==> src/rtl/sdram_arbit.sv <==
//==============================================================================
// Module   : sdram_arbit
// Purpose  : SDRAM command arbiter. Holds the bus until init completes, then
//            grants refresh/write/read one at a time and muxes their pins.
//            Optional round-robin write/read tie-break: SDRAM_ARB_RR_EN.
// Revision : 1.0
//==============================================================================
`default_nettype none

module sdram_arbit #(
    parameter int          ADDR_W  = 12,
    parameter int          BANK_W  = 2,
    parameter logic [3:0]  CMD_NOP = 4'b0111
) (
    input  logic              s_clk,
    input  logic              s_rst,
    input  logic              init_end,
    input  logic [3:0]        init_cmd,
    input  logic [ADDR_W-1:0] init_addr,
    input  logic              aref_req,
    output logic              aref_en,
    input  logic              aref_end,
    input  logic [3:0]        aref_cmd,
    input  logic [ADDR_W-1:0] aref_addr,
    input  logic              wr_req,
    output logic              wr_en,
    input  logic              wr_end,
    input  logic [3:0]        wr_cmd,
    input  logic [ADDR_W-1:0] wr_addr,
    input  logic [BANK_W-1:0] wr_bank,
    input  logic              rd_req,
    output logic              rd_en,
    input  logic              rd_end,
    input  logic [3:0]        rd_cmd,
    input  logic [ADDR_W-1:0] rd_addr,
    input  logic [BANK_W-1:0] rd_bank,
    output logic [3:0]        sdram_cmd,
    output logic [ADDR_W-1:0] sdram_addr,
    output logic [BANK_W-1:0] sdram_bank,
    output logic [2:0]        arb_state
);

    localparam logic [2:0] ST_INIT  = 3'd0;
    localparam logic [2:0] ST_ARBIT = 3'd1;
    localparam logic [2:0] ST_AREF  = 3'd2;
    localparam logic [2:0] ST_WRITE = 3'd3;
    localparam logic [2:0] ST_READ  = 3'd4;

    logic [2:0] state_q, state_d;
    logic       aref_en_q, wr_en_q, rd_en_q;

`ifdef SDRAM_ARB_RR_EN
    // 1 = read was the most recent write/read grant
    logic       rr_last_q, rr_last_d;
`endif

    always_comb begin
        state_d = state_q;
        case (state_q)
            ST_INIT: begin
                if (init_end) state_d = ST_ARBIT;
            end
            ST_ARBIT: begin
                if (aref_req) begin
                    state_d = ST_AREF;
                end else if (wr_req && rd_req) begin
`ifdef SDRAM_ARB_RR_EN
                    state_d = rr_last_q ? ST_WRITE : ST_READ;
`else
                    state_d = ST_WRITE;
`endif
                end else if (wr_req) begin
                    state_d = ST_WRITE;
                end else if (rd_req) begin
                    state_d = ST_READ;
                end
            end
            ST_AREF:  if (aref_end) state_d = ST_ARBIT;
            ST_WRITE: if (wr_end)   state_d = ST_ARBIT;
            ST_READ:  if (rd_end)   state_d = ST_ARBIT;
            default:  state_d = ST_ARBIT;
        endcase
    end

`ifdef SDRAM_ARB_RR_EN
    always_comb begin
        rr_last_d = rr_last_q;
        if (state_q == ST_ARBIT && state_d == ST_WRITE) rr_last_d = 1'b0;
        if (state_q == ST_ARBIT && state_d == ST_READ)  rr_last_d = 1'b1;
    end
`endif

    // Grants are registered from the next state so they track arb_state exactly.
    always_ff @(posedge s_clk) begin
        if (s_rst) begin
            state_q   <= ST_INIT;
            aref_en_q <= 1'b0;
            wr_en_q   <= 1'b0;
            rd_en_q   <= 1'b0;
`ifdef SDRAM_ARB_RR_EN
            rr_last_q <= 1'b1;
`endif
        end else begin
            state_q   <= state_d;
            aref_en_q <= (state_d == ST_AREF);
            wr_en_q   <= (state_d == ST_WRITE);
            rd_en_q   <= (state_d == ST_READ);
`ifdef SDRAM_ARB_RR_EN
            rr_last_q <= rr_last_d;
`endif
        end
    end

    always_comb begin
        sdram_cmd  = CMD_NOP;
        sdram_addr = '0;
        sdram_bank = '0;
        case (state_q)
            ST_INIT: begin
                sdram_cmd  = init_cmd;
                sdram_addr = init_addr;
            end
            ST_AREF: begin
                sdram_cmd  = aref_cmd;
                sdram_addr = aref_addr;
            end
            ST_WRITE: begin
                sdram_cmd  = wr_cmd;
                sdram_addr = wr_addr;
                sdram_bank = wr_bank;
            end
            ST_READ: begin
                sdram_cmd  = rd_cmd;
                sdram_addr = rd_addr;
                sdram_bank = rd_bank;
            end
            default: begin
                sdram_cmd  = CMD_NOP;
                sdram_addr = '0;
                sdram_bank = '0;
            end
        endcase
    end

    assign aref_en   = aref_en_q;
    assign wr_en     = wr_en_q;
    assign rd_en     = rd_en_q;
    assign arb_state = state_q;

endmodule

`default_nettype wire
==> config.mk <==
export PLATFORM = sky130hd
export DESIGN_NAME = sdram_arbit
export DESIGN_NICKNAME = d
export VERILOG_FILES = /design/src/rtl/sdram_arbit.sv
export SDC_FILE = /design/constraint.sdc
export NUM_CORES = 1
export LEC_CHECK = 0
export ABC_AREA = 0
export BUFFER_PORTS_ARGS = -buffer_cell sky130_fd_sc_hd__buf_2
export CAP_MARGIN = 20
export CORE_MARGIN = 3
export CORE_UTILIZATION = 30
export DETAILED_ROUTE_END_ITERATION = 10
export MAX_ROUTING_LAYER = met4
export PLACE_DENSITY = 0.77
export SLEW_MARGIN = 20
export SYNTH_ARGS = -nofsm -noshare
export SYNTH_HDL_FRONTEND = slang
export SYNTH_SLANG_ARGS = --single-unit
==> constraint.sdc <==
create_clock -name s_clk -period 1 [get_ports s_clk]
set_input_delay 0.1 -clock s_clk [delete_from_list [all_inputs] [get_ports s_clk]]
set_output_delay 0.1 -clock s_clk [all_outputs]
set_load 0.005 [all_outputs]
Word level (Yosys, flattened, before mapping)
Index checks and enable logic that the tools add are counted.
{ "totals": {"latch_bits": 0, "regBits": 6, "mem_bits_ro": 0, "memories": 0, "inputBits": 77, "mem_bits_rw": 0} }
{ "classes": {"mul": 0, "reduce_logical": 2, "div_mod_pow": 0, "n_bitwise": 0, "order_cmp": 0, "muxes": 12, "n_shift": 0, "add_sub_neg": 0, "eq_ne": 7} }
{ "op_table": {"columns": ["operator", "count"], "rows": [
  ["$pmux W12 S4", 1],
  ["$mux W3", 8],
  ["$pmux W4 S4", 1],
  ["$pmux W3 S5", 1],
  ["$eq A3 B2 Y1 const B", 4],
  ["$eq A3 B3 Y1 const B", 2],
  ["$pmux W2 S2", 1],
  ["$eq A3 B1 Y1 const B", 1],
  ["$logic_not A3 Y1", 1],
  ["$logic_and A1 B1 Y1", 1]
]} }

Depth between registers and ports, before layout
Gate-level depths: netlist of run 1.
{ "depth": {"depth_word": 6, "ltp_mapped": 6, "ltp_nobuf": 4} }

Worst setup path before layout of run 1
OpenSTA, ideal clock, no wires.
{ "synth_timing": {"kind": "reg2out", "from": "register state_q[0], in the netlist arb_state[0]", "to": "output port sdram_cmd[1]", "path_slack_ps": -170, "t_arrival_ps": 1070, "path_stages_with_launch": 5, "path_buffers": 1, "path_cell_list": "dfxtp_1 > buf_2 > mux2i_1 > a21oi_1 > o22a_1"} }
{ "synth_between": {"elab_chain_cells": 2, "word_cells_on_any_way": 5} }
{ "synth_rtl": {"columns": ["item", "line", "text"], "rows": [
  ["start, declared", "49", "logic [2:0] state_q, state_d;"],
  ["start signal, assigned", "104", "state_q <= state_d;"],
  ["$eq A3 B3 Y1 (tied with other cells)", "118", "case (state_q)"],
  ["$pmux W4 S4 *", "118", null],
  ["end, declared", "37", "output logic [3:0] sdram_cmd,"]
]} }
Mark *: on every way between the ends. The rest lies on a longest branch, timed or not.

Worst setup path in the final report of run 1
{ "layout_timing": {"from": "register state_q[1], in the netlist arb_state[1]", "to": "output port sdram_addr[1]"} }
{ "layout_between": {"elab_chain_cells": 2, "word_cells_on_any_way": 5} }
{ "layout_rtl": {"columns": ["item", "line", "text"], "rows": [
  ["$eq A3 B3 Y1 (tied with other cells)", "118", null],
  ["$pmux W12 S4 *", "118", null],
  ["end, declared", "38", "output logic [ADDR_W-1:0] sdram_addr,"]
]} }
Marked as above.

==> summary.txt, run 1 <==
Min path
  – Hold Path End: arb_state[2]
  – Startpoint of the worst hold path: s_rst
  – Hold path cells: 2
  – Worst min path class: primary input to register

Worst setup path
  – Critical path data required time: 0.90 ns
  – Critical path arrival: 1.40 ns
  – Critical path capture point type: output pin
  – Critical path class: register to output pin
  – Reg-to-reg endpoint: aref_en
  – R2R cell count: 5
  – Worst-path maximum fanout: 7
  – Largest stage delay, worst path: 0.37 ns
  – Reg-to-reg slack, setup: -0.26 ns
  – Crit-path slowest cell: dfxtp_4
  – Buf+Inv Stages, Crit Path: 2
  – CP Cell Sequence: buf_6 -> nor2b_4 -> and2_4 -> nand2_1 -> o21ai_1 -> buf_2
  – Critical path launch point type: register
  – Crit path max-delay family: simple AND/OR/NAND/NOR gates
  – Reg2reg start: arb_state[1]

GRT
  – Vias in the first global route: 1177
  – Largest net degree at the start of global routing: 14
  – Tot GR Track Use: 18.70%
  – Initial antenna violation count: 0
  – GRT met2 Usage: 31.55%
  – Global route total overflow: 0
  – GR peak layer: met2
  – First-pass GRT wire length: 4.974 mm
  – Routing usage on met1: 22.25%
  – GR Layer Usage met3: 3.486%

Power and ir drop
  – Peak supply drop: 0.0006870 V
  – Clock share of power: 19.0%
  – Switch Pwr: 0.4095 mW
  – Combinational power share: 58.0%
  – Lkg Pwr: 0.8062 nW
  – Pwr dens: 749.9 mW/mm²
  – P_int: 0.7783 mW
  – Share of power burned in registers: 23.0%
  – Switching power share of the total: 34.48%
  – Power, Total: 1.188 mW

Place
  – HPWL after detailed placement: 2.726 mm
  – Port bufs: 100
  – Routability congestion estimate: 0.7555
  – Dpl ws: -0.3437 ns

Floorplan
  – Die X: 59.18 µm
  – I/O pin count: 101
  – Die footprint: 0.003502 mm²
  – Die Y: 59.18 µm
  – Initial Util: 32.75%
  – Core area: 0.002590 mm²
  – Rows: 18

Yosys
  – Cells after synthesis: 121
  – Post-synth EDFFs: 0
  – Async set or reset register ratio after synthesis: 0%
  – Top FF cell, synth: dfxtp_1
  – Mapped cell area: 848.3 µm²
  – Seq/Total Area, Yosys: 14.16%
  – Syn avg cell area: 7.011 µm²
  – Yosys warnings: 0
  – Synthesized net count: 198
  – Seq cells post-synth: 6
  – Synth unique cells: 30

STA
  – Final worst setup slack: -0.4974 ns
  – Tcrit/Tclk final: 149.7%
  – Layout Skew: 0.004587 ns
  – Worst hold margin: 0.05926 ns
  – Period minus WS final: 1.497 ns
  – Worst rel slew slack: 81.46%
  – Final hold vios: 0
  – Worst-Margin Slew: 0.2743 ns
  – Final Max Slew Viols: 0
  – RSZ-0062 raised after global routing: true
  – Setup Viol. Count Final: 24
  – FMAX: 667.8 MHz

Layout
  – Fillers: 255
  – Area delta synth->final: 86.73%
  – Fraction of layout cells with a size suffix above 1: 60.59%
  – Final #Nets: 315
  – Commonest non-fill, non-tap cell in the layout: buf_2
  – Leading cell types in the layout, fill and taps excluded: buf_2, nor2_1, a21oi_1
  – Antenna Cells: 0

CTS
  – Hold buffers post-CTS: 0
  – CTS root buffer: clkbuf_4
  – Clk pin slew, worst setup/hold paths: 0.05 ns
  – CTS Buf Count: 3
  – CTS max path bufs: 2
  – CTS tree: done
  – Clock Sinks: 6
  – Clk_lat worst skew: 0.25 ns
  – Clock H-tree levels: 1

Routing
  – First-pass detailed-route iteration total: 4
  – Total number of vias: 1295
  – Wirelength, routed: 3.417 mm
  – Via density per instance: 4.868
  – Drc violations: 0
  – Antenna viol nets, final: 0
  – 1st-iter DRT viols: 81
  – Avg WL per Cell: 12.85 µm

Status
  – Failing checks: setup timing
  – Outcome: finished, violations left

Job
  – Number of max-cap violations: 0
## timing repair
item | CTS | global route
pin swaps | 17 | 5
gates resized for setup | 12 | 10
setup buffers | 1 | 3
setup endpoints to repair | 25 | 27
gates cloned | 1 | 0
## cell families after synthesis
family                 count (synthesis)  synth area share (%)
flip-flops                             6                 14.16
AO/OA/AOI/OAI                         42                 31.71
multiplexers                          16                 18.88
buffers and inverters                 11                 9.439
AND/OR/NAND/NOR                       46                 25.81
## through the flow
step | cell area [µm²] | TNS (ns) | util (%) | instances
5_1_grt | 1584 | -11.51 | 61.16 | 266
2_1_floorplan | 882.1 | -2.333 | - | 121
6_report | 1584 | -9.747 | 61.16 | 266
4_1_cts | 1534 | -9.773 | 59.23 | 263
3_5_place_dp | 1455 | -6.412 | 56.18 | 258
3_3_place_gp | 1455 | -5.876 | 56.18 | 258
## cell type report
type,count,area (µm²),area share (%)
Sequential cell,6,131.4,8.294
Tap cell,30,37.54,2.370
Timing Repair Buffer,120,688.2,43.44
Multi-Input combinational cell,105,696.9,44.00
Inverter,2,7.507,0.4739
Clock buffer,3,22.52,1.422
## registers in the layout, summed over array words and instances (netlist names)
register	count
arb_state	3
wr_en	1
aref_en	1
rd_en	1
## power by group through the flow
| stage | Combinational, mW | Clock [mW] | Sequential, mW |
|---|---|---|---|
| after global routing | 0.761 | 0.252 | 0.275 |
| after detailed placement | 0.640 | 0 | 0.278 |
| after floorplan | 0.337 | 0 | 0.271 |
| after global placement | 0.638 | 0 | 0.276 |
| after CTS | 0.669 | 0.235 | 0.276 |
| final | 0.689 | 0.226 | 0.273 |
## synth_stat cells, drive strengths merged, types with 2 or more instances
master  count  share of area, %
mux2i      16                19
buf         9               8.6
nand2      16               7.1
nor2       19               8.4
inv         2              0.88
o21ai      13               7.7
nor3        2               1.8
o22a        3               3.1
and2        2               1.8
nor2b       3               2.5
a21oi      19                12
dfxtp       6                14
## how the worst max path moves through the flow
stage | start | to | slack, ns | cells past startpoint
2_1_floorplan | arb_state[1] | sdram_cmd[0] | -0.12 | 5
3_3_place_gp | arb_state[0] | sdram_cmd[3] | -0.32 | 4
3_5_place_dp | arb_state[0] | sdram_addr[1] | -0.34 | 4
4_1_cts | arb_state[1] | sdram_cmd[3] | -0.49 | 6
5_1_grt | arb_state[1] | sdram_addr[8] | -0.58 | 6
6_report | arb_state[1] | sdram_addr[1] | -0.50 | 6
## per-layer routing
metal / share of wire, % / vias up
li1: - / 663
met1: 41 / 565
met2: 49 / 62
met3: 8.1 / 5
met4: 1.0 / 0
met5: 0 / -
Power figures use the tool's default switching activity.
==> run 2, diff against run 1 <==
--- a/config.mk
+++ b/config.mk
@@ -9,10 +9,10 @@
 export BUFFER_PORTS_ARGS = -buffer_cell sky130_fd_sc_hd__buf_2
 export CAP_MARGIN = 20
 export CORE_MARGIN = 3
-export CORE_UTILIZATION = 30
+export CORE_UTILIZATION = 36
 export DETAILED_ROUTE_END_ITERATION = 10
 export MAX_ROUTING_LAYER = met4
-export PLACE_DENSITY = 0.77
+export PLACE_DENSITY = 0.87
 export SLEW_MARGIN = 20
 export SYNTH_ARGS = -nofsm -noshare
 export SYNTH_HDL_FRONTEND = slang
==> constraint.sdc (replaced) <==
create_clock -name s_clk -period 1.8 [get_ports s_clk]
set_input_delay 0.18 -clock s_clk [delete_from_list [all_inputs] [get_ports s_clk]]
set_output_delay 0.18 -clock s_clk [all_outputs]
set_load 0.005 [all_outputs]
==> run 2 against run 1 <==
Net effect:
- the flow now finishes without violations
- first-iteration DRC count is 86% lower
- clock skew decreased by 0.0017 ns
- routed wire length down 6.6%
- register-to-register slack improved by 0.73 ns
- critical path type unchanged
- critical endpoint is now sdram_addr[8]
==> summary.txt, run 2 (same netlist as run 1, synthesis figures left out) <==
Layout
  – Sequential cell area: 120.1 µm²
  – Commonest non-fill, non-tap cell in the layout: buf_2
  – Fillers: 206
  – Fraction of layout cells with a size suffix above 1: 53.18%
  – Antenna Cells: 0
  – Final #Nets: 299
  – Largest register FFs: 3
  – Multi-input logic area: 654.4 µm²
  – Leading cell types in the layout, fill and taps excluded: buf_2, nor2_1, a21oi_1
  – Area delta synth->final: 63.72%

STA
  – Final hold vios: 0
  – Period minus WS final: 1.654 ns
  – FMAX: 604.6 MHz
  – Final worst setup slack: 0.1460 ns
  – Worst hold margin: 0.1445 ns
  – Final Max Slew Viols: 0
  – Layout Skew: 0.002868 ns
  – Setup TNS: 0 ns
  – Worst-Margin Slew: 0.3122 ns
  – Worst rel slew slack: 79.16%
  – RSZ-0062 raised after global routing: false
  – Tcrit/Tclk final: 91.89%
  – Setup Viol. Count Final: 0

Routing
  – Via density per instance: 5.028
  – Avg WL per Cell: 12.93 µm
  – Wirelength, routed: 3.193 mm
  – Antenna viol nets, final: 0
  – 1st-iter DRT viols: 11
  – Drc violations: 0
  – Total number of vias: 1242
  – First-pass detailed-route iteration total: 4

Floorplan
  – Die footprint: 0.002975 mm²
  – Die Y: 54.55 µm
  – Rows: 16
  – Die X: 54.55 µm
  – Initial Util: 40.36%
  – I/O pin count: 101
  – Core area: 0.002102 mm²

CTS
  – Postcts setup bufs: 0
  – CTS root buffer: clkbuf_4
  – Post_cts resized: 1
  – Clock Sinks: 6
  – CTS max path bufs: 2
  – Clk pin slew, worst setup/hold paths: 0.04 ns
  – Clk_lat worst skew: 0.24 ns
  – Hold buffers post-CTS: 0
  – CTS tree: done
  – Clock H-tree levels: 1
  – CTS Buf Count: 3

GRT
  – GRT met2 Usage: 35.06%
  – Global route total overflow: 0
  – Largest net degree at the start of global routing: 24
  – Initial antenna violation count: 0
  – GR Layer Usage met3: 6.540%
  – Vias in the first global route: 1040
  – GR peak layer: met2
  – Routing usage on met1: 20.19%
  – Tot GR Track Use: 19.43%
  – First-pass GRT wire length: 4.222 mm

Min path
  – Worst min path class: primary input to register
  – Startpoint of the worst hold path: s_rst

Power and ir drop
  – Pwr dens: 437.5 mW/mm²
  – Lkg Pwr: 0.7014 nW
  – Power, Total: 0.6076 mW
  – Peak supply drop: 0.0005574 V

Place
  – Dpl ws: 0.1954 ns
  – HPWL after detailed placement: 2.698 mm
  – Port bufs: 100
  – Routability congestion estimate: 0.7299

Worst setup path
  – R2R cell count: 5
  – Critical path launch point type: register
  – Critical path arrival: 1.47 ns
  – Critical path data required time: 1.62 ns
  – Worst-path maximum fanout: 23
  – Critical path capture point type: output pin
  – Reg2reg start: arb_state[0]
  – Critical path class: register to output pin
  – Reg-to-reg endpoint: aref_en
  – Critical Path Sink: sdram_addr[8]
  – Reg-to-reg slack, setup: 0.47 ns
  – CP startpoint: arb_state[1]

Status
  – Outcome: completed

Job
  – Number of max-cap violations: 0
[run 2: critical path: stages (launching register included)]
cell,delay [ns]
dfxtp_1,0.37
buf_12,0.20
mux2i_2,0.24
nor2_1,0.06
a21oi_1,0.15
o21ai_1,0.08
buf_2,0.13
[run 2: worst min path at each step]
| stage | to | cells past startpoint |
|---|---|---|
| finish | arb_state[0] | 2 |
| detailed placement | rd_en | 2 |
| global route | arb_state[2] | 2 |
| CTS | arb_state[0] | 2 |
| global placement | arb_state[2] | 2 |
| floorplan | arb_state[2] | 1 |
[run 2: layout make-up]
type	instances	share of cell area, %
repair buffers	105	39.64
multi-input cells	104	47.12
well taps	27	2.432
flip-flops and latches	6	8.649
inverters	2	0.5405
clock buffers	3	1.622
[run 2: power by group]
part	internal [mW]	leakage, nW	switching, mW	total [mW]
Clock	0.0752	0.0138	0.0454	0.121
Sequential	0.141	0.0489	0.00834	0.149
Combinational	0.185	0.639	0.153	0.338
Total	0.401	0.701	0.207	0.608
[run 2: stage by stage]
step | instance area, µm² | util (%) | cells
6_report | 1389 | 66.07 | 247
3_5_place_dp | 1360 | 64.70 | 244
4_1_cts | 1384 | 65.83 | 247
5_1_grt | 1389 | 66.07 | 247
2_1_floorplan | 848.3 | - | 121
3_3_place_gp | 1360 | 64.70 | 244
[run 2: layer usage]
layer / share of wire [%] / up-vias
met5: 0 / -
met4: 1.6 / 0
met3: 10 / 6
met2: 51 / 68
met1: 37 / 540
li1: - / 628
